`config.mk`:
```
export PLATFORM = sky130hd
export DESIGN_NAME = if_stage
export DESIGN_NICKNAME = d
export VERILOG_FILES = /design/src/rtl/if_stage.sv
export SDC_FILE = /design/constraint.sdc
export NUM_CORES = 1
export LEC_CHECK = 0
export ABC_AREA = 1
export BUFFER_PORTS_ARGS = -buffer_cell sky130_fd_sc_hd__buf_4
export CAP_MARGIN = 20
export CORE_MARGIN = 2
export CORE_UTILIZATION = 25
export CTS_CLUSTER_DIAMETER = 50
export CTS_CLUSTER_SIZE = 20
export DETAILED_ROUTE_END_ITERATION = 10
export GPL_ROUTABILITY_DRIVEN = 0
export PLACE_DENSITY_LB_ADDON = 0.2
export SETUP_SLACK_MARGIN = 0.3
export SYNTH_ARGS = -nofsm -noshare
export SYNTH_HDL_FRONTEND = slang
export SYNTH_SLANG_ARGS = --single-unit
```
`constraint.sdc`:
```
create_clock -name clk -period 2.8 [get_ports clk]
set_clock_uncertainty 0.2 [all_clocks]
set_input_delay 0.42 -clock clk [delete_from_list [all_inputs] [get_ports clk]]
set_output_delay 0.42 -clock clk [all_outputs]
set_load 0.005 [all_outputs]
```
`src/rtl/if_stage.sv`:
```
// if_stage: instruction fetch with a 2-entry prefetch FIFO and a single outstanding imem request.
// Taken branches flush the FIFO and drop any response still in flight for the old path.
module if_stage #(
    parameter logic [15:0] RESET_PC = 16'h0000
) (
    input  logic        clk,
    input  logic        rst,
    input  logic        pipeline_stall,
    input  logic        branch_taken,
    input  logic [5:0]  branch_offset_imm,
    output logic [15:0] instruction,
    output logic [15:0] instruction_pc,
    output logic        imem_req,
    output logic [15:0] imem_addr,
    input  logic        imem_valid,
    input  logic [15:0] imem_rdata
);
    logic [15:0] fetch_pc_q, fetch_pc_d;
    logic [1:0]  count_q, count_d;
    logic        outstanding_q, outstanding_d;
    logic        discard_q, discard_d;
    logic [15:0] req_addr_q, last_pc_q, id_pc_q;
    logic [15:0] instr_q [2];
    logic [15:0] pc_q [2];
    logic        present, pop, push, in_flight, issue, wslot;
    logic [15:0] target;

    always_comb begin
        present       = !rst && count_q != 2'd0 && !branch_taken;
        pop           = present && !pipeline_stall;
        push          = !rst && imem_valid && outstanding_q && !discard_q && !branch_taken;
        in_flight     = outstanding_q && !discard_q && !imem_valid;
        count_d       = branch_taken ? 2'd0 : count_q + {1'b0, push} - {1'b0, pop};
        issue         = !rst && !branch_taken && (!outstanding_q || imem_valid) &&
                        ({1'b0, count_d} + {2'b0, in_flight}) < 3'd2;
        target        = id_pc_q + 16'd1 + {{10{branch_offset_imm[5]}}, branch_offset_imm};
        fetch_pc_d    = branch_taken ? target : issue ? fetch_pc_q + 16'd1 : fetch_pc_q;
        outstanding_d = issue || (outstanding_q && !imem_valid);
        discard_d     = branch_taken ? (outstanding_q && !imem_valid) : (discard_q && !imem_valid);
        // push lands behind whatever survives this cycle's pop
        wslot         = count_q[1] | (count_q[0] & !pop);
        imem_req      = issue;
        imem_addr     = fetch_pc_q;
        instruction   = present ? instr_q[0] : 16'h0000;
        instruction_pc = present ? pc_q[0] : last_pc_q;
    end

    always_ff @(posedge clk) begin
        if (rst) begin
            fetch_pc_q    <= RESET_PC;
            count_q       <= 2'd0;
            outstanding_q <= 1'b0;
            discard_q     <= 1'b0;
            req_addr_q    <= 16'h0000;
            last_pc_q     <= 16'h0000;
            id_pc_q       <= 16'h0000;
        end else begin
            fetch_pc_q    <= fetch_pc_d;
            count_q       <= count_d;
            outstanding_q <= outstanding_d;
            discard_q     <= discard_d;
            if (issue) req_addr_q <= fetch_pc_q;
            if (present) last_pc_q <= pc_q[0];
            if (pop) id_pc_q <= pc_q[0];
        end
    end

    always_ff @(posedge clk) begin
        if (pop) begin
            instr_q[0] <= instr_q[1];
            pc_q[0]    <= pc_q[1];
        end
        if (push) begin
            instr_q[wslot] <= imem_rdata;
            pc_q[wslot]    <= req_addr_q;
        end
    end

    assert property (@(posedge clk) disable iff (rst) !(push && count_q == 2'd2));
endmodule

```
==> results <==
- The run finished with clean final reports.
- The class of the tightest hold or removal check is input pin to flip-flop.
- The number of synthesized register bits is approximately 130.
- The main flop type after synthesis is dfxtp_1.
- The number of max-capacitance violations reported is 0.
- For met2 alone, demand over resource in global routing was 0.229.
- Setup repair after global routing could not meet its margin everywhere.
- Data arrives at the worst endpoint at between 2000 and 2500 ps.
- In this run the count of I/O pins placed on the die edge is 76.
- The number of different library cells in the post-synthesis netlist is 35.
- The power per unit of standard cell area is slightly above 500 nW/um2.
- Of all nets on the critical path, the largest fanout is 2.
- The clock tree buffer depth is 2.
- Of the cells placed in the final design, the portion with a size suffix greater than 1 is 0.246.
- The maximum single-stage delay on the critical path is roughly 340 ps.
- The final routed DRC violation total is 0.
- For this block, the routed nets add up to between 15,000 and 20,000 um of wire.
- Measured along the x axis, the die boundary spans between 150 and 200 um.
- The clock net in this run drives a total of between 100 and 150 sinks.
- The actual transition at the worst max-transition pin is 777 ps.
- The clock reaches the later pin of the worst-skew pair after ~410 ps.
- The layer flagged by global routing as most heavily used is met2.
- The clock root buffer master is clkbuf_16.
- In the global route stage, met3 resource usage came out at 0.0255.
- Traced cell by cell, the critical path runs through inv_4 > nor4_4 > inv_2 > ha_4 > inv_2 > ha_4 > inv_2 > nand2_2 > nand3_2 > nand3_4 > inv_2 > buf_6.
- The slowest stage of the critical path belongs to the cell dfxtp_2.
- The global-route met1 utilization is 0.185.
- Timing would allow up to around 370 MHz.
- Summed over all cells, the static leakage comes to approximately 4.1 nW.
- The hold slack is 171 ps.
- The final number of setup-violating endpoints is 0.
- The count of inserted antenna diode cells is 0.
- Measured against its own limit, the worst slew margin works out to 0.481.
- The first detailed-routing pass took 7 iterations.
- The largest delay contributor family on the critical path is simple AND/OR/NAND/NOR gates.
- The global-route wire length before repair is approximately 28,000 um.
- Buffers placed on the I/O ports in this run total 75.
- The CTS tree is yes.
- In this run the cell area of the synthesized design comes to 6380 um2.
- The effective utilization at floorplan is 0.254.
- The via count of the first global-routing pass is between 5,000 and 6,000.
- The max-slew violation total from the final report is 0.
- Summed over all failing endpoints, the final setup total negative slack is 0 ps.
- The overall fraction of global-route tracks in use is 0.139.
- Of the post-synthesis cell area, the dominant cell type holds 0.301.
- The part of the Yosys area used for sequential elements is 0.514.
- The HPWL after detailed placement is around 13,000 um.
- The clock buffer count from CTS is 17.
- Entering global routing, the biggest net connects 49 pins.
- The worst-case register-to-register setup slack is 220 ps.
- The post-synth net total is between 800 and 900.
- The nature of the critical path startpoint is a flip-flop.
- The area added between synthesis and finish is 41.0%.
- The floorplan step defined a core boundary enclosing about 25,000 um2.
- The remaining global-route overflow is 0.
- The critical path capture point type is an output pin.
- Across the VDD grid, the largest voltage drop is approximately 330 uV.
- The net count of the finished layout is 988.
- The floorplan die area is roughly 27,000 um2.
- The remaining antenna violation count after routing is 0.
- A synthesized cell averages around 8 um2.
- The via count is ~5,600.
- Together, buffers and inverters on the worst path number 6.
- The instance area after placement is about 7500 um2.
- The total of fill cells in the finished design is roughly 2,700.
- The initialized floorplan defines between 50 and 60 standard-cell rows.
- The final standard cell area without fillers is around 9000 um2.
- Ranked by total cell area, the synthesized netlist is headed by edfxtp_1, dfxtp_1, nand2_1.
- The critical path is of the flip-flop to output pin type.
- The critical path data required time is roughly 2200 ps.
- The largest area contributor in the synthesized netlist is edfxtp_1.
- The dominant cell type by count on the critical path is inv_2.
- The clock period could shrink to about 2700 ps.
- The leading cell type in the layout, fill and taps excluded is nand2_1.
- The maximum level of the CTS H-tree is 4.
- The count of flip-flops with a built-in enable after synthesis is 64.
- For this run, the number of Yosys warnings is 0.
- The DRC violation total after the first TritonRoute iteration is between 300 and 400.
- After clock tree synthesis, the clock-pin slew on the worst setup and hold paths is roughly 60 ps.
- The die span in y is roughly 160 um.
- The proportion of register bits with asynchronous set or reset after synthesis is 0.
- In the routed layout, each cell is associated on average with a via count of about 4.3.
- The total count of hold-check failures in the final report is 0.
- Of the available clock period, the critical path in the final layout requires 0.955.
- The routed wirelength normalized by instance count is 14.9 um.
- The library cells used most frequently in the layout, excluding fill and tap cells, are nand2_1, inv_1, buf_4.
- After technology mapping, the gate count stands at about 800.
- The number of antenna violations at the first check in global routing is 0.
[flip-flops by register name, summed over array words and instances, names as in the netlist]
register       cells
id_pc_q           16
discard_q          1
count_q            2
req_addr_q        16
pc_q              32
outstanding_q      1
instr_q           32
last_pc_q         16
imem_addr         16
[stage by stage]
stage	util	setup slack (ps)	instances	power, W
after floorplan	-	128	799	0.00231
after global placement	0.300	40.1	1201	0.00247
after detailed placement	0.300	36.5	1201	0.00247
after CTS	0.333	132	1263	0.00463
after global routing	0.358	-3.95	1285	0.00485
final	0.358	125	1285	0.00467
[kinds of logic after synthesis]
kind of cell	Yosys count	synth area share
AOI/OAI and AO/OA	136	0.112
DFF	132	0.514
and+or+nand+nor	348	0.228
adders and majority gates	19	0.0384
muxes	1	0.00176
buffers and inverters	155	0.0947
xor gates and xnor gates	8	0.0110
[synth_stat cells, types with 2 or more instances]
| cell | instances |
|---|---|
| a21oi_1 | 60 |
| and2_1 | 2 |
| buf_1 | 3 |
| buf_2 | 4 |
| buf_6 | 2 |
| clkbuf_1 | 21 |
| dfxtp_1 | 68 |
| edfxtp_1 | 64 |
| ha_1 | 18 |
| inv_1 | 123 |
| nand2_1 | 195 |
| nand3_1 | 57 |
| nand4_1 | 5 |
| nor2_1 | 76 |
| nor3_1 | 5 |
| nor3b_1 | 2 |
| o21ai_0 | 54 |
| o21ai_1 | 13 |
| o21ai_2 | 3 |
| or2_2 | 3 |
| xnor2_1 | 4 |
| xor2_1 | 4 |
[timing repair]
| item | 4_1_cts | 5_1_grt |
|---|---|---|
| hold buffers | 16 | 0 |
| hold endpoints to repair | 16 | 0 |
| cloned | 0 | 10 |
| setup endpoints to repair | 17 | 100 |
| resized for setup | 5 | 120 |
| pin swaps | 4 | 17 |
| setup buffers | 14 | 12 |
[worst paths after layout]
check | startpoint | endpoint | cells past startpoint
hold reg to reg | req_addr_q[3] | pc_q[1][3] | 0
setup / recovery | outstanding_q | imem_req | 12
hold / removal | imem_valid | discard_q | 4
setup reg to reg | outstanding_q | imem_addr[15] | 18
[final cells by class]
cell class,instances,area [um2],share of cell area
Clock buffer,19,433,0.0481
Clock inverter,13,133,0.0147
Inverter,125,482,0.0535
Multi-Input combinational cell,513,2800,0.311
Sequential cell,132,3290,0.366
Tap cell,330,413,0.0459
Timing Repair Buffer,153,1450,0.161
[routing by layer]
metal,wire [um],vias to the layer above
met5,0,-
met4,229,0
met3,593,11
met2,9230,97
met1,9040,2594
li1,-,2867
[report_power, final]
part           total (W)  internal (W)  switching (W)
combinational   0.000437      0.000201       0.000236
clock            0.00213       0.00130       0.000824
sequential       0.00211       0.00206      0.0000482
total            0.00467       0.00356        0.00111
[tightest hold or removal path, cell delays in order]
cell,delay [ps]
buf_4,100
inv_1,70
o211ai_1,100
a21oi_1,50
Power figures use the tool's default switching activity.
